==> src/rtl/uart_pkg.sv <==
// Shared definitions for the UART receive path: frame state encoding and default width.
package uart_pkg;

  localparam int UART_DEFAULT_DATA_BITS = 8;

  typedef enum logic [1:0] {
    IDLE      = 2'd0,
    DATA      = 2'd1,
    STOP      = 2'd2,
    WAIT_IDLE = 2'd3
  } uart_state_e;

endpackage

==> src/rtl/uart_rx.sv <==
// 8N1-style UART deframer: one line sample per bit-rate strobe, LSB-first data,
// one-cycle done / framing-error pulses.
module uart_rx
  import uart_pkg::*;
#(
  parameter int DATA_BITS = UART_DEFAULT_DATA_BITS
) (
  input  logic                 i_CLK,
  input  logic                 i_RESET,
  input  logic                 i_CLK_ENABLE,
  input  logic                 i_RX,
  output logic [DATA_BITS-1:0] o_DATA,
  output logic                 o_RX_DONE,
  output logic                 o_FRAMING_ERROR,
  output logic [1:0]           o_STATE
);

  localparam logic [1:0] S_IDLE      = IDLE;
  localparam logic [1:0] S_DATA      = DATA;
  localparam logic [1:0] S_STOP      = STOP;
  localparam logic [1:0] S_WAIT_IDLE = WAIT_IDLE;
  localparam logic [3:0] CNT_LAST    = 4'(DATA_BITS - 1);

  logic [1:0]           state;
  logic [3:0]           bit_cnt;
  logic [DATA_BITS-1:0] shift_reg;
  logic [DATA_BITS-1:0] shift_next;

  // Right shift with the new sample entering at the MSB; written this way so
  // a single-bit frame needs no special case.
  always_comb begin
    shift_next                = shift_reg >> 1;
    shift_next[DATA_BITS-1]   = i_RX;
  end

  // Pulses default low every clock, so they last exactly one cycle no matter
  // how far apart the strobes are.
  always_ff @(posedge i_CLK or posedge i_RESET) begin
    if (i_RESET) begin
      state           <= S_IDLE;
      bit_cnt         <= '0;
      shift_reg       <= '0;
      o_DATA          <= '0;
      o_RX_DONE       <= 1'b0;
      o_FRAMING_ERROR <= 1'b0;
    end else begin
      o_RX_DONE       <= 1'b0;
      o_FRAMING_ERROR <= 1'b0;
      if (i_CLK_ENABLE) begin
        case (state)
          S_IDLE: begin
            if (!i_RX) begin
              bit_cnt <= '0;
              state   <= S_DATA;
            end
          end
          S_DATA: begin
            shift_reg <= shift_next;
            bit_cnt   <= bit_cnt + 4'd1;
            if (bit_cnt == CNT_LAST) state <= S_STOP;
          end
          S_STOP: begin
            if (i_RX) begin
              o_DATA    <= shift_reg;
              o_RX_DONE <= 1'b1;
              state     <= S_IDLE;
            end else begin
              o_FRAMING_ERROR <= 1'b1;
              state           <= S_WAIT_IDLE;
            end
          end
          default: begin
            // Line held low after a bad stop bit: wait for it to return high
            // so the break itself is never mistaken for a start bit.
            if (i_RX) state <= S_IDLE;
          end
        endcase
      end
    end
  end

  assign o_STATE = state;

endmodule

==> config.mk <==
export PLATFORM = sky130hd
export DESIGN_NAME = uart_rx
export DESIGN_NICKNAME = d
export VERILOG_FILES = /design/src/rtl/uart_pkg.sv /design/src/rtl/uart_rx.sv
export SDC_FILE = /design/constraint.sdc
export NUM_CORES = 1
export LEC_CHECK = 0
export ABC_CLOCK_PERIOD_IN_PS = 2800
export CAP_MARGIN = 40
export CORE_AREA = 3 3 52 54
export DETAILED_ROUTE_END_ITERATION = 16
export DIE_AREA = 0 0 55 57
export HOLD_SLACK_MARGIN = 0.08
export PLACE_DENSITY_LB_ADDON = 0.08
export REMOVE_ABC_BUFFERS = 1
export SKIP_LAST_GASP = 1
export SLEW_MARGIN = 15
export SYNTH_ARGS = -nofsm -noshare
export SYNTH_HDL_FRONTEND = slang
export SYNTH_SLANG_ARGS = --single-unit
==> constraint.sdc <==
create_clock -name i_CLK -period 2.8 [get_ports i_CLK]
set_input_delay 0.84 -clock i_CLK [delete_from_list [all_inputs] [get_ports i_CLK]]
set_output_delay 0.84 -clock i_CLK [all_outputs]
set_load 0.03 [all_outputs]
Yosys cells after proc, flatten, opt, wreduce, memory -nomap -nowiden

Index checks and enable logic that the tools add are counted.

$add $sub $neg: 1
Equal/unequal tests: 5
Muxes and demuxes: 13
Reduce and logical (&&, ||, !) cells: 7

Operator list:

| operator              | number |
|---|---|
| $mux W2               | 4 |
| $pmux W4 S2           | 1 |
| $mux W1               | 6 |
| $pmux W2 S3           | 1 |
| $reduce_and A3 Y1     | 2 |
| $add A4 B1 Y4 const B | 1 |
| $eq A4 B3 Y1 const B  | 1 |
| $mux W4               | 1 |
| $ne A2 B2 Y1 const B  | 2 |
| $reduce_and A4 Y1     | 1 |
| $reduce_bool A4 Y1    | 1 |
| $eq A2 B1 Y1 const B  | 1 |
| $eq A2 B2 Y1 const B  | 1 |
| $logic_not A2 Y1      | 1 |
| $reduce_and A2 Y1     | 1 |
| $reduce_bool A2 Y1    | 1 |

Bits in registers: 24
Input port bits: 4
Output and inout bits: 12

Longest topological paths before layout

Gate-level depths: netlist (run 1).

Depth in word-level cells: 3
Mapped depth: 5
Mapped depth without buffers: 4

Worst setup path after synthesis (run 1)

No wires, ideal clock.

Path type: input to register
From: input i_CLK_ENABLE
To: register o_DATA[0]
Setup time: 0.125 ns
Arrival time: 1.668 ns
Data required time: 2.675 ns
Slack: 1.007 ns
Cell stages on the path: 4
Buffers on the path: 1
Path through: nand2_1 or3_1 buf_6 mux2_4

Word-level cells in the longest chain between the ends: 1

Ends and longest elaborated chain:

| item                        | RTL line      | text |
|---|---|---|
| from (decl)                 | uart_rx.sv:10 | `input logic i_CLK_ENABLE,` |
| $reduce_and A3 Y1 (no line) | n/a           |  |
| to (signal assigned)        | uart_rx.sv:64 | `o_DATA <= shift_reg;` |
| to (decl)                   | uart_rx.sv:12 | `output logic [DATA_BITS-1:0] o_DATA,` |

Every way passes these cells.
A chain may end at the register's enable or synchronous reset.

Worst setup path in the final report (run 1)

From: register state[0] (netlist: o_STATE[0])
To: output o_STATE[0]

RTL lines:

| item                   | RTL line      | text |
|---|---|---|
| from (decl)            | uart_rx.sv:24 | `logic [1:0] state;` |
| from (signal assigned) | uart_rx.sv:40 | `state <= S_IDLE;` |
| from (signal assigned) | uart_rx.sv:54 | `state <= S_DATA;` |
| from (signal assigned) | uart_rx.sv:60 | `if (bit_cnt == CNT_LAST) state <= S_STOP;` |
| to (decl)              | uart_rx.sv:15 | `output logic [1:0] o_STATE` |

No word-level cell between the ends.

==> flow_summary.json, run 1 <==
{
  "grt_overflow": 0,
  "routed_wl_mm": 1.63,
  "p_per_area_nw_per_um2": 1040,
  "critPathLaunchType": "register",
  "die_w_um": 55,
  "synth.avg_cell_area_um2": 14.2,
  "synth_cell_types": 26,
  "max_freq_ghz": 0.414,
  "numCtsBuffers": 3,
  "synthFlopType": "dfrtp_1",
  "relSlewSlack": 0.653,
  "slew_violations": 0,
  "status": "complete, no violations",
  "final_cell_mix": "dfrtp_1 (24), clkdlybuf4s50_1 (15), mux2_2 (9)",
  "drt_iter0_drc": 5,
  "die_area_um2": 3140,
  "setup_viol": 0,
  "avgViaCountPerCell": 5.16,
  "synth_area_um2": 1020,
  "drc": 0,
  "period_minus_slack_ps": 2420,
  "ctsHoldBuffers": 0,
  "io_pins": 16,
  "area_growth_pct": 20.9,
  "finalCritPeriodShare": 0.863,
  "grt_antenna_before_repair": 0,
  "synthCells": 72,
  "dpl-instance-area_um2": 1200,
  "via_count": 609,
  "post_cts_buffers": 0,
  "synth_compound_area_frac": 0.0613,
  "final_antenna_net_count": 0,
  "yosys.area_share.simple": 0.0724,
  "finalClockSkew_ps": 4.60,
  "cts-resized-gates": 0,
  "clkSinkCount": 24,
  "hold_viol_final": 0,
  "cts_buffer_depth": 2,
  "crit_arrival_ps": 1580,
  "muxShareOfSynthArea": 0.227,
  "fin_ws_ps": 384,
  "ctsHtreeMaxLevel": 1,
  "final_common_cell": "dfrtp_1",
  "dp_hpwl_mm": 1.11,
  "first_global_vias": 606,
  "cts_tree": "built",
  "path_buf_inv": 1,
  "maxCapViolations": 0,
  "dp_slack_ps": 204,
  "fin_tns_setup_ps": 0,
  "yosys-top-cells-area": "dfrtp_1 (59%), mux2_4 (12%), mux2_2 (9.9%)",
  "core-area_um2": 2250,
  "p_leak_nw": 0.591,
  "critical-path-top-delay-family": "buffers and inverters",
  "io_buffer_count": 15,
  "die_h_um": 57,
  "final_cells": 118,
  "synth_top_area_frac": 0.589,
  "yosysTopAreaCell": "dfrtp_1",
  "hp-class": "reg2reg",
  "grt_usage": 0.123,
  "cts_root_buffer": "clkbuf_4",
  "diodes": 0,
  "detail_route.wl_per_cell_um": 13.8,
  "worst_pin_slew_ps": 520,
  "yosysSeqAreaShare": 0.589,
  "initial_core_util": 0.452,
  "worstPathMaxFanout": 9,
  "grt_max_degree": 25,
  "nNetsFinal": 96,
  "dr.pass1.iters": 4,
  "synth.ff_latch_count": 24,
  "crit_slowest_cell": "clkdlybuf4s50_1",
  "async_reset_ff_frac": 1.00,
  "grt_pass1_wl_mm": 2.81,
  "synth_xor_xnor_area_share": 0,
  "post-route-util": 0.547,
  "rsz0062_at_grt": "no",
  "vdd_drop_max_v": 0.000579,
  "required_ps": 1960,
  "dp_cells": 114,
  "path_cells": "clkdlybuf4s50_1",
  "synth_top_family_by_area": "multiplexers",
  "yosys.area_share.adder": 0.0123,
  "synth_edf_count": 0,
  "crit_path_end_kind": "output pin",
  "slowest_delay_ps": 730,
  "clk_latency_ps": 310,
  "path_class": "reg2out",
  "clkTransAtPathRegs_ps": 130,
  "rows": 17,
  "gp_congestion": 0.672,
  "layout-drive-gt1-share": 0.267,
  "yosys_warnings": 0,
  "fin_area_um2": 1230
}
cells in the mapped netlist, types with 2 or more instances:
master,number
mux2_2,9
mux2_4,8
inv_1,3
o21ai_0,2
nand2_1,4
dfrtp_1,24
nor2b_1,2
nand3_1,2
metal layers:
| metal | GRT usage | vias up | part of all wire |
|---|---|---|---|
| met5 | 0 | - | 0 |
| met4 | 0.0625 | 0 | 0.017 |
| met3 | 0.0235 | 4 | 0.038 |
| met2 | 0.166 | 13 | 0.44 |
| met1 | 0.186 | 300 | 0.51 |
| li1 | - | 292 | - |
power by group:
group          internal [mW]  leakage, nW  switching, mW
sequential             0.483        0.305          0.119
clock                 0.0794       0.0210          0.102
combinational          0.270        0.265          0.224
final cells by class:
cell class | instances | area (um^2)
sequential | 24 | 601
timing repair buffer | 17 | 165
clock buffer | 4 | 36.3
inverter | 4 | 15.0
multi-input combinational | 41 | 380
fill | 218 | 1020
tap | 28 | 35.0
worst paths after layout:
path / start / endpoint / slack (ps) / cells after the start
min reg2reg: bit_cnt[3] / bit_cnt[3] / 510 / 1
max: o_STATE[0] / o_STATE[0] / 380 / 1
max in group asynchronous: i_RESET / shift_reg[5] / 1710 / 3
min in group asynchronous: i_RESET / bit_cnt[3] / 850 / 3
min: bit_cnt[3] / bit_cnt[3] / 510 / 1
max reg2reg: o_STATE[1] / o_DATA[5] / 1170 / 3
kinds of logic (layout without fill, tap and decap cells):
group           after synthesis  after routing
buf+inv                       7             25
compound gates                9              9
fa+ha+maj                     1              1
mux                          18             18
flops                        24             24
simple gates                 13             13
stage by stage:
stage	hold WS [ps]	power, mW
after floorplan	443	0.933
after global placement	481	1.10
after detailed placement	490	1.11
after CTS	509	1.29
after global routing	540	1.37
final	505	1.28
Power figures use the tool's default switching activity.
==> inputs of run 2 (changes only) <==
Settings changed: CORE_AREA 3 3 52 54 to 3 3 58 60, DIE_AREA 0 0 55 57 to 0 0 61 63.
==> run 2 against run 1 <==
  * Count of clock-buffer cells in the layout is 1 lower
  * Routed wire length is 1.8% lower
  * Maximum frequency is 1.0% higher
  * Worst hold slack worse by 12 ps
  * Critical path type unchanged
  * Largest power group unchanged
  * Die area is 23% higher
  * Utilization is 13 points lower
  * Clock power is 36% higher
  * Combinational power hardly changed
  * Critical path depth stayed put
==> flow_summary.json, run 2 (same netlist as run 1, synthesis figures left out) <==
{
  "path_class": "reg2out",
  "cts_tree": "built",
  "final_antenna_net_count": 0,
  "initial_core_util": 0.342,
  "cts-resized-gates": 0,
  "drt_iter0_drc": 16,
  "p_per_area_nw_per_um2": 1060,
  "p_leak_nw": 0.598,
  "route.met3.wl_um": 45,
  "dpl-instance-area_um2": 1200,
  "critPathLaunchType": "register",
  "cts_buffer_depth": 2,
  "nNetsFinal": 96,
  "io_buffer_count": 15,
  "path_cells": "clkdlybuf4s50_1",
  "post_cts_buffers": 0,
  "required_ps": 1960,
  "setup_viol": 0,
  "fin_ws_ps": 409,
  "slowest_delay_ps": 730,
  "grt_pass1_wl_mm": 2.84,
  "die_area_um2": 3840,
  "die_w_um": 61,
  "crit_slowest_cell": "clkdlybuf4s50_1",
  "clkTransAtPathRegs_ps": 130,
  "routed_wl_mm": 1.60,
  "final_common_cell": "dfrtp_1",
  "rsz0062_at_grt": "no",
  "grt_usage": 0.0992,
  "top_layer": "met4",
  "grt_overflow": 0,
  "layout-drive-gt1-share": 0.267,
  "die_h_um": 63,
  "finalClockSkew_ps": 5.36,
  "dr.pass1.iters": 4,
  "status": "complete, no violations",
  "dp_slack_ps": 202,
  "hold_viol_final": 0,
  "multi_input_area_um2": 380,
  "critical-path-top-delay-family": "buffers and inverters",
  "gp_congestion": 0.751,
  "seq_area_um2": 601,
  "fin_area_um2": 1250,
  "cts_root_buffer": "clkbuf_4",
  "crit_arrival_ps": 1550,
  "numCtsBuffers": 3,
  "ctsHtreeMaxLevel": 1,
  "io_pins": 16,
  "via_count": 597,
  "hp-class": "reg2reg",
  "post-route-util": 0.421,
  "first_global_vias": 605,
  "relSlewSlack": 0.661,
  "met1_length_um": 772,
  "slew_violations": 0,
  "rows": 20,
  "path_buf_inv": 1,
  "finalCritPeriodShare": 0.854,
  "fin_tns_setup_ps": 0,
  "final_cell_mix": "dfrtp_1 (24), clkdlybuf4s50_1 (15), mux2_2 (9)",
  "fillers": 289,
  "diodes": 0,
  "dp_hpwl_mm": 1.17,
  "area_growth_pct": 23.1,
  "grt_antenna_before_repair": 0,
  "detail_route.wl_per_cell_um": 13.0,
  "grt_max_degree": 25,
  "period_minus_slack_ps": 2390,
  "vdd_drop_max_v": 0.000308,
  "maxCapViolations": 0,
  "worstPathMaxFanout": 9,
  "core-area_um2": 2980,
  "wl_met2_um": 764,
  "worst_pin_slew_ps": 509,
  "ctsHoldBuffers": 0,
  "avgViaCountPerCell": 4.85,
  "crit_path_end_kind": "output pin",
  "max_freq_ghz": 0.418,
  "clk_latency_ps": 310,
  "drc": 0,
  "clkSinkCount": 24
}
## run 2: cell types whose count changed in the layout (fill, tap and decap cells not counted), sizes merged
cell | previous run | this run
bufinv | 0 | 1
clkbuf | 4 | 3
## run 2: metrics by stage
| step | instances | hold WS (ps) | total power, mW |
|---|---|---|---|
| floorplan | 69 | 443 | 0.933 |
| global placement | 119 | 466 | 1.10 |
| detailed placement | 119 | 479 | 1.10 |
| CTS | 123 | 499 | 1.35 |
| global route | 123 | 534 | 1.43 |
| finish | 123 | 493 | 1.33 |
## run 2: per-layer routing
layer / vias up / global-route usage
met5: - / 0
met1: 296 / 0.132
met2: 7 / 0.147
met4: 0 / 0.0488
li1: 292 / -
met3: 2 / 0.0248
## run 2: worst paths after layout
kind / start / end / slack (ps) / cells past startpoint
min in group asynchronous: i_RESET / shift_reg[0] / 860 / 3
worst max register to register: o_STATE[1] / o_DATA[0] / 1210 / 3
max in group asynchronous: i_RESET / shift_reg[7] / 1710 / 3
worst max-delay path: o_STATE[0] / o_STATE[0] / 410 / 1
worst min-delay path: bit_cnt[3] / bit_cnt[3] / 490 / 1
worst min register to register: bit_cnt[3] / bit_cnt[3] / 490 / 1
## run 2: area by class of cell
cell class | count | share of cell area
Timing Repair Buffer | 17 | 0.132
Clock inverter | 1 | 0.0239
Inverter | 4 | 0.0120
Tap cell | 33 | 0.0329
Clock buffer | 3 | 0.0179
Sequential cell | 24 | 0.479
Multi-Input combinational cell | 41 | 0.303
## run 2: report_power, final
part | switching (mW) | leakage [nW] | internal [mW]
logic | 0.221 | 0.265 | 0.270
registers | 0.112 | 0.305 | 0.483
clock network | 0.101 | 0.0279 | 0.145
==> inputs of run 3 (changes only) <==
Settings changed: CORE_AREA 3 3 58 60 to 3 3 48 50, DIE_AREA 0 0 61 63 to 0 0 51 53.
==> run 3 against run 2 <==
  * Global-route usage rose by 3.6 points
  * Cell area fell by 0.60%
  * Non-clock buffer count did not move
  * Total power rose by 0.47%
  * Utilization rose by 22 points
  * Critical path type unchanged
  * Critical endpoint unchanged
  * Largest cell class unchanged
  * Largest power group unchanged
==> flow_summary.json, run 3 (same netlist as run 1, synthesis figures left out) <==
{
  "routed_wl_mm": 1.57,
  "final_antenna_net_count": 0,
  "final_common_cell": "dfrtp_1",
  "io_buffer_count": 15,
  "setup_viol": 0,
  "rr_endpoint": "o_DATA[7]",
  "pwr-share-seq": 0.446,
  "dp_hpwl_mm": 1.12,
  "cts-resized-gates": 0,
  "max_freq_ghz": 0.418,
  "clkTransAtPathRegs_ps": 120,
  "worst_pin_slew_ps": 538,
  "holdPathEnd": "bit_cnt[3]",
  "p_per_area_nw_per_um2": 1070,
  "hold_ws_ps": 493,
  "grt_usage": 0.135,
  "drc": 0,
  "min_delay_path_depth": 1,
  "gp_congestion": 0.683,
  "crit_path_end_kind": "output pin",
  "hold_start": "bit_cnt[3]",
  "r2r-start": "o_STATE[1]",
  "area_growth_pct": 22.3,
  "die_area_um2": 2700,
  "period_minus_slack_ps": 2390,
  "p_switching_mw": 0.440,
  "clkSinkCount": 24,
  "hp-class": "reg2reg",
  "initial_core_util": 0.525,
  "maxCapViolations": 0,
  "rr_worst_depth": 3,
  "switching_share": 0.329,
  "core-area_um2": 1940,
  "die_h_um": 53,
  "cts_root_buffer": "clkbuf_4",
  "status": "complete, no violations",
  "final_cell_mix": "dfrtp_1 (24), clkdlybuf4s50_1 (15), mux2_2 (9)",
  "slowest_delay_ps": 730,
  "post_cts_buffers": 0,
  "numCtsBuffers": 3,
  "cts_buffer_depth": 2,
  "ctsHoldBuffers": 0,
  "grt_pass1_wl_mm": 2.68,
  "rsz0062_at_grt": "no",
  "required_ps": 1960,
  "slew_violations": 0,
  "fin_tns_setup_ps": 0,
  "cts_tree": "built",
  "reg2reg_slack_ps": 1150,
  "met1_length_um": 766,
  "critPathLaunchType": "register",
  "rows": 16,
  "top_layer": "met3",
  "first_global_vias": 592,
  "io_pins": 16,
  "layout-drive-gt1-share": 0.267,
  "critical-path-top-delay-family": "buffers and inverters",
  "finalClockSkew_ps": 7.21,
  "combPwrFrac": 0.370,
  "grt_max_degree": 25,
  "detail_route.wl_per_cell_um": 13.4,
  "pwr-share-clk": 0.183,
  "path_buf_inv": 1,
  "die_w_um": 51,
  "crit_arrival_ps": 1550,
  "diodes": 0,
  "via_count": 591,
  "ctsHtreeMaxLevel": 1,
  "nNetsFinal": 96,
  "drt_iter0_drc": 2,
  "avgViaCountPerCell": 5.05,
  "fillers": 159,
  "path_cells": "clkdlybuf4s50_1",
  "finalCritPeriodShare": 0.855,
  "p_int_mw": 0.897,
  "relSlewSlack": 0.642,
  "p_leak_nw": 0.598,
  "crit_slowest_cell": "clkdlybuf4s50_1",
  "path_class": "reg2out",
  "route.met3.wl_um": 50,
  "wl_met2_um": 749,
  "hold_viol_final": 0,
  "grt_overflow": 0,
  "dr.pass1.iters": 3,
  "worstPathMaxFanout": 9,
  "clk_latency_ps": 310,
  "vdd_drop_max_v": 0.000671,
  "grt_antenna_before_repair": 0
}
## run 3: layout make-up
| cell class | count | area, um^2 | area share |
|---|---|---|---|
| clock inverter | 1 | 30.0 | 0.0241 |
| sequential | 24 | 601 | 0.481 |
| multi-input combinational | 41 | 380 | 0.305 |
| clock buffer | 3 | 22.5 | 0.0181 |
| timing repair buffer | 17 | 165 | 0.132 |
| inverter | 4 | 15.0 | 0.0120 |
| tap | 27 | 33.8 | 0.0271 |
## run 3: layer usage
metal	vias up	GRT usage
li1	288	-
met1	295	0.191
met2	8	0.197
met3	0	0.0254
met4	0	0.0673
met5	-	0
## run 3: worst max-delay path by stage
stage / start / end / slack, ps / cells past startpoint
2_1_floorplan: i_CLK_ENABLE / o_DATA[0] / 910 / 3
3_3_place_gp: i_RX / o_DATA[0] / 260 / 4
3_5_place_dp: i_RX / o_DATA[3] / 210 / 4
4_1_cts: o_STATE[0] / o_STATE[0] / 390 / 1
5_1_grt: o_STATE[0] / o_STATE[0] / 330 / 1
6_report: o_STATE[0] / o_STATE[0] / 410 / 1
## run 3: through the flow
| step | utilization | cell area, um^2 | power, mW | cells | setup slack (ps) |
|---|---|---|---|---|---|
| floorplan | - | 996 | 0.933 | 69 | 911 |
| global placement | 0.615 | 1190 | 1.09 | 113 | 259 |
| detailed placement | 0.615 | 1190 | 1.11 | 113 | 215 |
| CTS | 0.642 | 1250 | 1.35 | 117 | 388 |
| global route | 0.642 | 1250 | 1.42 | 117 | 333 |
| finish | 0.642 | 1250 | 1.34 | 117 | 406 |
## run 3: power by group through the flow
stage	registers, mW	logic, mW	clock network, mW
floorplan	0.674	0.259	0
global placement	0.602	0.487	0
detailed placement	0.606	0.499	0
CTS	0.599	0.501	0.253
global route	0.623	0.533	0.266
finish	0.597	0.495	0.245
